==> config.mk <==
export PLATFORM = sky130hd
export DESIGN_NAME = uart_buffered
export DESIGN_NICKNAME = d
export VERILOG_FILES = /design/src/rtl/uart_buffered.sv
export SDC_FILE = /design/constraint.sdc
export NUM_CORES = 1
export LEC_CHECK = 0
export CORE_MARGIN = 2
export CORE_UTILIZATION = 60
export DETAILED_ROUTE_END_ITERATION = 8
export GPL_TIMING_DRIVEN = 1
export PLACE_DENSITY = 0.8
export SYNTH_ARGS = -nofsm -noshare
export SYNTH_HDL_FRONTEND = slang
export SYNTH_SLANG_ARGS = --single-unit
export TNS_END_PERCENT = 100
==> constraint.sdc <==
create_clock -name clk_i -period 4.8 [get_ports clk_i]
set_clock_uncertainty 0.1 [all_clocks]
set_input_delay 0.48 -clock clk_i [delete_from_list [all_inputs] [get_ports clk_i]]
set_output_delay 0.48 -clock clk_i [all_outputs]
set_load 0.005 [all_outputs]
==> src/rtl/uart_buffered.sv <==
// uart_buffered: memory-mapped UART with TX/RX FIFOs, sticky status flags and a level RX interrupt.
// Latency: every bus request is answered 1 cycle later; an idle transmitter starts the start bit 2 cycles after a TXDATA write.
// Backpressure: none on the bus; TXDATA writes to a full TX FIFO are dropped (tx_overflow), received bytes hitting a full RX FIFO are dropped (rx_overrun).
// Optional parity bit in both directions is built when UART_PARITY_EN is defined.

// Small synchronous FIFO; the pointers carry an extra wrap bit to tell full from empty.
module uart_buffered_fifo #(
    parameter int WIDTH = 8,
    parameter int DEPTH = 16
) (
    input  logic             clk_i,
    input  logic             rst_i,
    input  logic             push_vld,
    input  logic [WIDTH-1:0] push_dat,
    input  logic             pop_rdy,
    output logic [WIDTH-1:0] head_dat,
    output logic             empty,
    output logic             full
);
    localparam int AW = $clog2(DEPTH);

    logic [WIDTH-1:0] mem [DEPTH];
    logic [AW:0]      wr_ptr;
    logic [AW:0]      rd_ptr;
    logic             do_push;
    logic             do_pop;

    assign empty    = (wr_ptr == rd_ptr);
    assign full     = (wr_ptr[AW] != rd_ptr[AW]) && (wr_ptr[AW-1:0] == rd_ptr[AW-1:0]);
    assign do_pop   = pop_rdy && !empty;
    // A pop frees a slot in the same cycle, so a full FIFO still accepts a simultaneous push.
    assign do_push  = push_vld && (!full || do_pop);
    assign head_dat = mem[rd_ptr[AW-1:0]];

    // Pointer update.
    always_ff @(posedge clk_i or posedge rst_i) begin
        if (rst_i) begin
            wr_ptr <= '0;
            rd_ptr <= '0;
        end else begin
            if (do_push) wr_ptr <= wr_ptr + 1'b1;
            if (do_pop)  rd_ptr <= rd_ptr + 1'b1;
        end
    end

    // Storage write; contents need no reset since the pointers define validity.
    always_ff @(posedge clk_i) begin
        if (do_push) mem[wr_ptr[AW-1:0]] <= push_dat;
    end
endmodule

module uart_buffered #(
    parameter int          CLOCK_FREQUENCY = 50000000,
    parameter int          UART_BAUD_RATE  = 9600,
    parameter logic [31:0] BASE_ADDRESS    = 32'h80000000,
    parameter int          DATA_BITS       = 8,
    parameter int          STOP_BITS       = 1,
    parameter int          FIFO_DEPTH      = 16,
    parameter int          PARITY_ODD      = 0
) (
    input  logic        clk_i,
    input  logic        rst_i,
    input  logic [31:0] rw_address,
    output logic [31:0] read_data,
    input  logic        read_request,
    output logic        read_response,
    input  logic [7:0]  write_data,
    input  logic        write_request,
    output logic        write_response,
    input  logic        uart_rx,
    output logic        uart_tx,
    output logic        uart_irq
);
    localparam int            CPB       = CLOCK_FREQUENCY / UART_BAUD_RATE;
    localparam int            CW        = $clog2(CPB);
    localparam logic [CW-1:0] BIT_LAST  = CW'(CPB - 1);
    localparam logic [CW-1:0] HALF_LAST = CW'(CPB / 2 - 1);
    localparam logic [2:0]    DATA_LAST = 3'(DATA_BITS - 1);
    localparam logic [2:0]    STOP_LAST = 3'(STOP_BITS - 1);
    localparam logic          PAR_ODD   = (PARITY_ODD != 0);
`ifdef UART_PARITY_EN
    localparam logic          HAS_PARITY = 1'b1;
`else
    localparam logic          HAS_PARITY = 1'b0;
`endif
    localparam logic [31:0]   ADDR_TX   = BASE_ADDRESS;
    localparam logic [31:0]   ADDR_RX   = BASE_ADDRESS + 32'd4;
    localparam logic [31:0]   ADDR_ST   = BASE_ADDRESS + 32'd8;

    typedef enum logic [2:0] {TX_IDLE, TX_START, TX_DATA, TX_PARITY, TX_STOP} tx_state_t;
    typedef enum logic [2:0] {RX_IDLE, RX_START, RX_DATA, RX_PARITY, RX_STOP, RX_WAIT_HIGH} rx_state_t;

    // Bus decode
    logic                 wr_tx;
    logic                 rd_rx;
    logic                 rd_st;
    logic [31:0]          read_data_d;
    logic [7:0]           status_vec;

    // FIFO interfaces
    logic                 tx_push_vld;
    logic                 tx_pop_rdy;
    logic [DATA_BITS-1:0] tx_head_dat;
    logic                 tx_empty;
    logic                 tx_full;
    logic                 rx_push_vld;
    logic [DATA_BITS-1:0] rx_head_dat;
    logic                 rx_empty;
    logic                 rx_full;

    // Sticky flags
    logic                 rx_overrun;
    logic                 frame_error;
    logic                 parity_error;
    logic                 tx_overflow;
    logic                 frame_err_set;
    logic                 parity_err_set;

    // TX FSM state
    tx_state_t            tx_state, tx_state_d;
    logic [CW-1:0]        tx_cnt, tx_cnt_d;
    logic [2:0]           tx_idx, tx_idx_d;
    logic [DATA_BITS-1:0] tx_byte, tx_byte_d;
    logic                 tx_par, tx_par_d;
    logic                 tx_line, tx_line_d;

    // RX FSM state
    logic                 rx_meta;
    logic                 rx_sync;
    rx_state_t            rx_state, rx_state_d;
    logic [CW-1:0]        rx_cnt, rx_cnt_d;
    logic [2:0]           rx_idx, rx_idx_d;
    logic [DATA_BITS-1:0] rx_shift, rx_shift_d;
    logic                 rx_par_bad, rx_par_bad_d;

    assign wr_tx       = write_request && (rw_address == ADDR_TX);
    assign rd_rx       = read_request && (rw_address == ADDR_RX);
    assign rd_st       = read_request && (rw_address == ADDR_ST);
    assign tx_push_vld = wr_tx && !tx_full;
    assign uart_tx     = tx_line;

    assign status_vec = {tx_overflow, parity_error, frame_error, rx_overrun,
                         rx_full, !rx_empty, tx_full, tx_empty && (tx_state == TX_IDLE)};

    uart_buffered_fifo #(.WIDTH(DATA_BITS), .DEPTH(FIFO_DEPTH)) u_tx_fifo (
        .clk_i    (clk_i),
        .rst_i    (rst_i),
        .push_vld (tx_push_vld),
        .push_dat (write_data[DATA_BITS-1:0]),
        .pop_rdy  (tx_pop_rdy),
        .head_dat (tx_head_dat),
        .empty    (tx_empty),
        .full     (tx_full)
    );

    uart_buffered_fifo #(.WIDTH(DATA_BITS), .DEPTH(FIFO_DEPTH)) u_rx_fifo (
        .clk_i    (clk_i),
        .rst_i    (rst_i),
        .push_vld (rx_push_vld),
        .push_dat (rx_shift),
        .pop_rdy  (rd_rx),
        .head_dat (rx_head_dat),
        .empty    (rx_empty),
        .full     (rx_full)
    );

    // Read mux: zero unless a mapped register is read this cycle.
    always_comb begin
        read_data_d = '0;
        if (rd_rx && !rx_empty) read_data_d[DATA_BITS-1:0] = rx_head_dat;
        else if (rd_st)         read_data_d[7:0]           = status_vec;
    end

    // Bus response registers and interrupt level.
    always_ff @(posedge clk_i or posedge rst_i) begin
        if (rst_i) begin
            read_data      <= '0;
            read_response  <= 1'b0;
            write_response <= 1'b0;
            uart_irq       <= 1'b0;
        end else begin
            read_data      <= read_data_d;
            read_response  <= read_request;
            write_response <= write_request;
            uart_irq       <= !rx_empty;
        end
    end

    // Sticky flags: a STATUS read clears them, but a set in the same cycle wins.
    always_ff @(posedge clk_i or posedge rst_i) begin
        if (rst_i) begin
            rx_overrun   <= 1'b0;
            frame_error  <= 1'b0;
            parity_error <= 1'b0;
            tx_overflow  <= 1'b0;
        end else begin
            rx_overrun   <= (rx_overrun && !rd_st) || (rx_push_vld && rx_full && !rd_rx);
            frame_error  <= (frame_error && !rd_st) || frame_err_set;
            parity_error <= (parity_error && !rd_st) || parity_err_set;
            tx_overflow  <= (tx_overflow && !rd_st) || (wr_tx && tx_full);
        end
    end

    // TX next-state: the line value is registered alongside the state so uart_tx is glitch-free.
    always_comb begin
        tx_state_d = tx_state;
        tx_cnt_d   = tx_cnt + 1'b1;
        tx_idx_d   = tx_idx;
        tx_byte_d  = tx_byte;
        tx_par_d   = tx_par;
        tx_line_d  = tx_line;
        tx_pop_rdy = 1'b0;
        case (tx_state)
            TX_IDLE: begin
                tx_cnt_d  = '0;
                tx_line_d = 1'b1;
                if (!tx_empty) begin
                    tx_pop_rdy = 1'b1;
                    tx_byte_d  = tx_head_dat;
                    tx_par_d   = (^tx_head_dat) ^ PAR_ODD;
                    tx_line_d  = 1'b0;
                    tx_state_d = TX_START;
                end
            end
            TX_START: begin
                if (tx_cnt == BIT_LAST) begin
                    tx_cnt_d   = '0;
                    tx_idx_d   = '0;
                    tx_line_d  = tx_byte[0];
                    tx_state_d = TX_DATA;
                end
            end
            TX_DATA: begin
                if (tx_cnt == BIT_LAST) begin
                    tx_cnt_d = '0;
                    if (tx_idx == DATA_LAST) begin
                        tx_idx_d = '0;
                        if (HAS_PARITY) begin
                            tx_line_d  = tx_par;
                            tx_state_d = TX_PARITY;
                        end else begin
                            tx_line_d  = 1'b1;
                            tx_state_d = TX_STOP;
                        end
                    end else begin
                        tx_idx_d  = tx_idx + 1'b1;
                        tx_byte_d = tx_byte >> 1;
                        tx_line_d = tx_byte[1];
                    end
                end
            end
            TX_PARITY: begin
                if (tx_cnt == BIT_LAST) begin
                    tx_cnt_d   = '0;
                    tx_idx_d   = '0;
                    tx_line_d  = 1'b1;
                    tx_state_d = TX_STOP;
                end
            end
            TX_STOP: begin
                if (tx_cnt == BIT_LAST) begin
                    tx_cnt_d = '0;
                    if (tx_idx == STOP_LAST) begin
                        // Chain straight into the next frame so there is no idle gap.
                        if (!tx_empty) begin
                            tx_pop_rdy = 1'b1;
                            tx_byte_d  = tx_head_dat;
                            tx_par_d   = (^tx_head_dat) ^ PAR_ODD;
                            tx_line_d  = 1'b0;
                            tx_state_d = TX_START;
                        end else begin
                            tx_line_d  = 1'b1;
                            tx_state_d = TX_IDLE;
                        end
                    end else begin
                        tx_idx_d = tx_idx + 1'b1;
                    end
                end
            end
            default: begin
                tx_line_d  = 1'b1;
                tx_state_d = TX_IDLE;
            end
        endcase
    end

    // TX state register.
    always_ff @(posedge clk_i or posedge rst_i) begin
        if (rst_i) begin
            tx_state <= TX_IDLE;
            tx_cnt   <= '0;
            tx_idx   <= '0;
            tx_byte  <= '0;
            tx_par   <= 1'b0;
            tx_line  <= 1'b1;
        end else begin
            tx_state <= tx_state_d;
            tx_cnt   <= tx_cnt_d;
            tx_idx   <= tx_idx_d;
            tx_byte  <= tx_byte_d;
            tx_par   <= tx_par_d;
            tx_line  <= tx_line_d;
        end
    end

    // Two-flop synchroniser for the asynchronous serial input; resets to the idle level.
    always_ff @(posedge clk_i or posedge rst_i) begin
        if (rst_i) begin
            rx_meta <= 1'b1;
            rx_sync <= 1'b1;
        end else begin
            rx_meta <= uart_rx;
            rx_sync <= rx_meta;
        end
    end

    // RX next-state: start bit checked at half a bit, later bits every full bit after that.
    always_comb begin
        rx_state_d     = rx_state;
        rx_cnt_d       = rx_cnt + 1'b1;
        rx_idx_d       = rx_idx;
        rx_shift_d     = rx_shift;
        rx_par_bad_d   = rx_par_bad;
        rx_push_vld    = 1'b0;
        frame_err_set  = 1'b0;
        parity_err_set = 1'b0;
        case (rx_state)
            RX_IDLE: begin
                rx_cnt_d = '0;
                if (!rx_sync) rx_state_d = RX_START;
            end
            RX_START: begin
                if (rx_cnt == HALF_LAST) begin
                    rx_cnt_d = '0;
                    if (rx_sync) begin
                        rx_state_d = RX_IDLE;
                    end else begin
                        rx_idx_d     = '0;
                        rx_par_bad_d = 1'b0;
                        rx_state_d   = RX_DATA;
                    end
                end
            end
            RX_DATA: begin
                if (rx_cnt == BIT_LAST) begin
                    rx_cnt_d   = '0;
                    rx_shift_d = {rx_sync, rx_shift[DATA_BITS-1:1]};
                    if (rx_idx == DATA_LAST) rx_state_d = HAS_PARITY ? RX_PARITY : RX_STOP;
                    else                     rx_idx_d   = rx_idx + 1'b1;
                end
            end
            RX_PARITY: begin
                if (rx_cnt == BIT_LAST) begin
                    rx_cnt_d = '0;
                    if (rx_sync != ((^rx_shift) ^ PAR_ODD)) begin
                        parity_err_set = 1'b1;
                        rx_par_bad_d   = 1'b1;
                    end
                    rx_state_d = RX_STOP;
                end
            end
            RX_STOP: begin
                if (rx_cnt == BIT_LAST) begin
                    rx_cnt_d = '0;
                    if (!rx_sync) begin
                        frame_err_set = 1'b1;
                        rx_state_d    = RX_WAIT_HIGH;
                    end else begin
                        rx_push_vld = !rx_par_bad;
                        rx_state_d  = RX_IDLE;
                    end
                end
            end
            RX_WAIT_HIGH: begin
                // A low stop bit may be a break; hold off until the line returns high.
                rx_cnt_d = '0;
                if (rx_sync) rx_state_d = RX_IDLE;
            end
            default: rx_state_d = RX_IDLE;
        endcase
    end

    // RX state register.
    always_ff @(posedge clk_i or posedge rst_i) begin
        if (rst_i) begin
            rx_state   <= RX_IDLE;
            rx_cnt     <= '0;
            rx_idx     <= '0;
            rx_shift   <= '0;
            rx_par_bad <= 1'b0;
        end else begin
            rx_state   <= rx_state_d;
            rx_cnt     <= rx_cnt_d;
            rx_idx     <= rx_idx_d;
            rx_shift   <= rx_shift_d;
            rx_par_bad <= rx_par_bad_d;
        end
    end
endmodule
; ---- Word level (Yosys, flattened, before mapping)
; Memory sizes are Yosys's and may differ from the RTL's.
; Cells that the tools add are included.
; W data, S select, Z words.
[totals]
reg_bits = 93
mem_count = 2
word_cells = 202
ram_bits = 256
input_bits = 45
[op_classes]
n_reduce_logical = 51
mux = 73
n_eq_ne = 44
n_addsub = 8
[memory_table]
columns = name, words, width, rd, rd_clocked_by_memory_dff, wr, line
row1 = u_rx_fifo.mem, 16, 8, 1, 0, 1, 22  ; logic [WIDTH-1:0] mem [DEPTH];
row2 = u_tx_fifo.mem, 16, 8, 1, 0, 1, 22
[ops]
columns = operator, n
row1 = $eq A32 B32 Y1 const B, 3
row2 = $mux W3, 24
row3 = $mux W8, 7
row4 = $mux W13, 3
row5 = $pmux W13 S3, 1
row6 = $ne A2 B2 Y1 const B, 19
row7 = $mux W1, 28
row8 = $add A13 B1 Y13 const B, 2
row9 = $eq A13 B13 Y1 const B, 2
row10 = $pmux W13 S2, 1
row11 = $reduce_and A5 Y1, 5
row12 = $pmux W8 S3, 1
row13 = $add A5 B1 Y5 const B, 4
row14 = $logic_and A1 B1 Y1, 18
row15 = $pmux W3 S6, 1
row16 = $eq A3 B3 Y1 const B, 5
row17 = $pmux W3 S5, 1
row18 = $reduce_and A7 Y1, 2
row19 = $eq A13 B12 Y1 const B, 1
row20 = $eq A3 B2 Y1 const B, 4
row21 = $eq A5 B5 Y1, 2
row22 = $logic_not A3 Y1, 3
row23 = $pmux W3 S3, 1
row24 = $eq A4 B4 Y1, 2
row25 = 17 further kinds, 36

; ---- Depth between registers and ports, before layout
[logic_depth]
ltp_word = 10
mapped_depth = 9
ltp_nobuf = 7

; ---- Modules after synthesis
; A second synthesis with hierarchy kept.
[hier_totals]
cells_unflattened = 906
hier_area_um2 = 14903.0
[by_module_without_submodules]
columns = mod, cells_each, instances, area_per_inst_um2, seq_area_each_um2
row1 = uart_buffered_fifo, 268, 2, 5495.3, 4093.9
row2 = uart_buffered, 370, 1, 3912.5, 1830.5

; ---- Worst setup path before layout
; No wires, ideal clock.
[synth_path]
kind = reg-to-reg
startpoint = register rx_cnt[0]
endpoint = memory u_rx_fifo.mem[3][0] (enable)
period_less_slack_ns = 3.575
required_time_ns = 4.317
t_arrival_ns = 3.092
setup_time_ns = 0.383
path_slack_ns = 1.225
path_stages_with_launch = 10
cell_sequence = dfrtp_1 > ha_1 > or3b_1 > or4_1 > clkbuf_1 > or4_4 > a31oi_4 > buf_6 > nand2_1 > nor3_1
[synth_between]
elab_chain_len = 6
[synth_rtl]
columns = item, line
row1 = from (decl), 131  ; logic [CW-1:0] rx_cnt, rx_cnt_d;
row2 = from (signal assigned), 393  ; rx_cnt <= rx_cnt_d;
row3 = $eq A13 B13 Y1, 363  ; if (rx_cnt == BIT_LAST) begin
row4 = $mux W1, 363
row5 = $mux W1, 327  ; case (rx_state)
row6 = $logic_and A1 B1 Y1, 32  ; assign do_push = push_vld && (!full || do_pop);
row7 = $mux W1, 48  ; if (do_push) mem[wr_ptr[AW-1:0]] <= push_dat;
row8 = $mux W1 (not written as such), 48
row9 = to (decl), 22
; No other way between the ends.

; ---- Worst setup path in the final report
[layout_path]
startpoint = register rx_cnt[0]
endpoint = memory u_rx_fifo.mem[13][1] (enable)
; Same word-level chain as after synthesis.

==> impl_metrics.env <==
export IMPL_status="complete, no violations"
export IMPL_wire_per_inst_um=23.22
export IMPL_num_rows=57
export IMPL_max_stage_delay_ns=0.78
export IMPL_drc=0
export IMPL_ys_ff_latch=349
export IMPL_antenna_found_initial=1
export IMPL_die_w_um=160.0
export IMPL_seqCellArea_mm2=0.01002
export IMPL_post_place_cells=1253
export IMPL_regToRegEndpoint="u_rx_fifo.mem[13][1]"
export IMPL_regToRegStartpoint="rx_cnt[0]"
export IMPL_die_y_um=160.0
export IMPL_drtAntennaViolNets=0
export IMPL_clkTransAtPathRegs_ns=0.06
export IMPL_endpoint_kind="flip-flop"
export IMPL_start_util_pct=60.60
export IMPL_relSlewSlack_pct=27.79
export IMPL_worst_pin_slew_ns=1.083
export IMPL_synth_distinct_cells=65
export IMPL_drt_iter0_drc=894
export IMPL_synthCells=903
export IMPL_clk_latency_ns=0.53
export IMPL_grt_pass1_vias=8252
export IMPL_arrival_ns=4.00
export IMPL_period_share_pct=81.39
export IMPL_utilization_pct=68.61
export IMPL_syn_avg_cell_area_um2=16.18
export IMPL_cp_cell_sequence="ha_1 > or3b_1 > or4_1 > or4_4 > a31oi_4 > and3_1"
export IMPL_synth_ff_type="edfxtp_1"
export IMPL_regToRegSetupSlack_ns=0.89
export IMPL_rsz0062_at_grt="false"
export IMPL_hold_buffers=0
export IMPL_root_buffer="clkbuf_16"
export IMPL_drv_cap=0
export IMPL_ctsLongestPathBuffers=3
export IMPL_grt_max_degree=71
export IMPL_ys_seq_area_share_pct=68.58
export IMPL_cts_buffers=36
export IMPL_nNetsFinal=1029
export IMPL_critPathRequiredTime_ns=4.89
export IMPL_synth_cell_area_mm2=0.01461
export IMPL_power_density_mw_per_mm2=360.7
export IMPL_worstSetupPathType="flip-flop to flip-flop"
export IMPL_overflow=0
export IMPL_placed_cell_area_mm2=0.01540
export IMPL_fin_cells=1320
export IMPL_grt_first_pass_wirelength_um=47530
export IMPL_viasPerCell=6.111
export IMPL_crit_path_start_kind="flip-flop"
export IMPL_post_cts_buffers=0
export IMPL_crit_family="simple AND/OR/NAND/NOR gates"
export IMPL_crit_fanout=20
export IMPL_hold_path_cell_count=0
export IMPL_hold_viol_final=0
export IMPL_drt_wl_total_um=30660
export IMPL_fin_crit_ns=3.907
export IMPL_gp_congestion=0.8257
export IMPL_fmax_ghz=0.2560
export IMPL_vias=8066
export IMPL_dieArea_mm2=0.02561
export IMPL_multi_input_area_mm2=0.004278
export IMPL_drt_first_pass_iters=5
export IMPL_p_leak_nw=6.299
export IMPL_min_path_type="flip-flop to flip-flop"
export IMPL_drv_slew=0
export IMPL_drive_above_1_share_pct=14.57
export IMPL_io_pins=81
export IMPL_dp_hpwl_um=19230
export IMPL_core_area_mm2=0.02411
export IMPL_setup_viol=0
export IMPL_io_buffers=56
export IMPL_cts_htree_levels=2
export IMPL_hp_start="rx_meta"
export IMPL_nFillCells=1535
export IMPL_peakVddDrop_uv=316.3
export IMPL_synth_edf_count=256
export IMPL_timing_setup_tns_ns=0
export IMPL_cp_buffers_inverters=0
export IMPL_cts_sinks=349
export IMPL_crit_slowest_cell="or4_1"
export IMPL_hold_end="rx_sync"
export IMPL_area_delta_synth_final_pct=13.22
export IMPL_fin_total_pwr_mw=5.965
export IMPL_cts_resized=0
export IMPL_cts_tree="done"
export IMPL_grt_use_total_pct=24.56
export IMPL_ff2ff_path_depth=6
export IMPL_final_design_area_no_fill_mm2=0.01654
export IMPL_postSynth_asyncResetShare_pct=26.65
export IMPL_ys_warn_count=0
==> Yosys cell counts, drive strengths merged, types with 4 or more instances <==
master,count,area (µm²)
edfxtp,256,7687
dfrtp,90,2252
mux4,67,1509
nor2,61,229.0
nand2,54,202.7
buf,33,225.2
o21ai,32,160.2
xnor2,32,280.3
clkbuf,29,108.9
and3,25,161.4
nand3,24,120.1
xor2,24,217.7
ha,17,212.7
inv,17,63.81
mux2i,16,160.2
mux2,11,123.9
nor4,10,68.81
a22oi,9,67.56
a21oi,8,40.04
nand2b,8,50.05
nor3,7,35.03
a211oi,6,45.04
nand4,6,37.54
nor2b,6,37.54
o22ai,6,37.54
a32o,5,50.05
o31ai,4,30.03
or4,4,33.78
==> per-stage QoR <==
step           hold slack, ns  worst slack, ns
2_1_floorplan          0.2452            1.225
3_3_place_gp           0.2546           0.9632
3_5_place_dp           0.2552           0.9200
4_1_cts                0.2521           0.9189
5_1_grt                0.2625           0.7417
6_report               0.2554           0.8933
==> metal layers <==
metal	vias to the layer above	wire length [µm]	track usage, %
met4	0	827	8.149
met2	342	15530	40.89
met1	4110	12270	33.22
met3	66	2030	4.727
met5	-	0	0
li1	3548	-	-
==> state kept, by name, indices dropped and copies added, names as in the netlist, 8 cells and up <==
register / count
u_rx_fifo.mem: 128
u_tx_fifo.mem: 128
rx_cnt: 13
tx_cnt: 13
read_data: 8
rx_shift: 8
tx_byte: 8
==> layout make-up <==
class                           count  share of cell area [%]
Clock inverter                     10                  0.4842
Inverter                           17                  0.4010
Clock buffer                       56                   6.385
Tap cell                          324                   2.451
Multi-Input combinational cell    498                   25.87
Sequential cell                   349                   60.60
Antenna cell                        1                 0.01513
Timing Repair Buffer               65                   3.798
==> cells in the final DEF (no fill, tap or decap), types with 14 or more instances in the layout <==
cell | synthesis | layout
edfxtp_1 | 256 | 256
dfrtp_1 | 90 | 87
mux4_2 | 67 | 67
nor2_1 | 61 | 61
clkdlybuf4s50_1 | 0 | 56
nand2_1 | 54 | 54
clkbuf_16 | 0 | 36
xnor2_1 | 32 | 32
nand3_1 | 24 | 24
and3_1 | 24 | 24
conb_1 | 1 | 24
xor2_1 | 23 | 23
o21ai_1 | 18 | 18
ha_1 | 17 | 17
mux2i_1 | 16 | 16
inv_1 | 16 | 15
o21ai_0 | 14 | 14
==> kinds of logic after synthesis <==
| logic type | after synthesis | synth area share, % |
|---|---|---|
| compound gates | 84 | 3.786 |
| xor+xnor | 56 | 3.409 |
| fa+ha+maj | 18 | 1.525 |
| buf+inv | 79 | 2.724 |
| flops | 349 | 68.58 |
| mux | 94 | 12.27 |
| other cells | 1 | 0.02567 |
| simple gates | 222 | 7.675 |
==> worst max-delay path by stage <==
stage / startpoint / endpoint / slack, ns / cells after the start
finish: rx_cnt[0] / u_rx_fifo.mem[13][1] / 0.89 / 6
global route: rx_cnt[0] / u_rx_fifo.mem[3][1] / 0.74 / 8
CTS: rx_cnt[0] / u_rx_fifo.mem[0][5] / 0.92 / 6
detailed placement: rx_cnt[0] / u_rx_fifo.mem[13][1] / 0.92 / 6
global placement: rx_cnt[0] / u_rx_fifo.mem[3][7] / 0.96 / 8
floorplan: rx_cnt[0] / u_rx_fifo.mem[3][0] / 1.22 / 9
==> report_power, final <==
group | switching, mW | total [mW] | internal, mW
Clock | 1.13 | 2.66 | 1.53
Combinational | 0.0449 | 0.0803 | 0.0354
Sequential | 0.00124 | 3.23 | 3.23
Power figures use the tool's default switching activity.
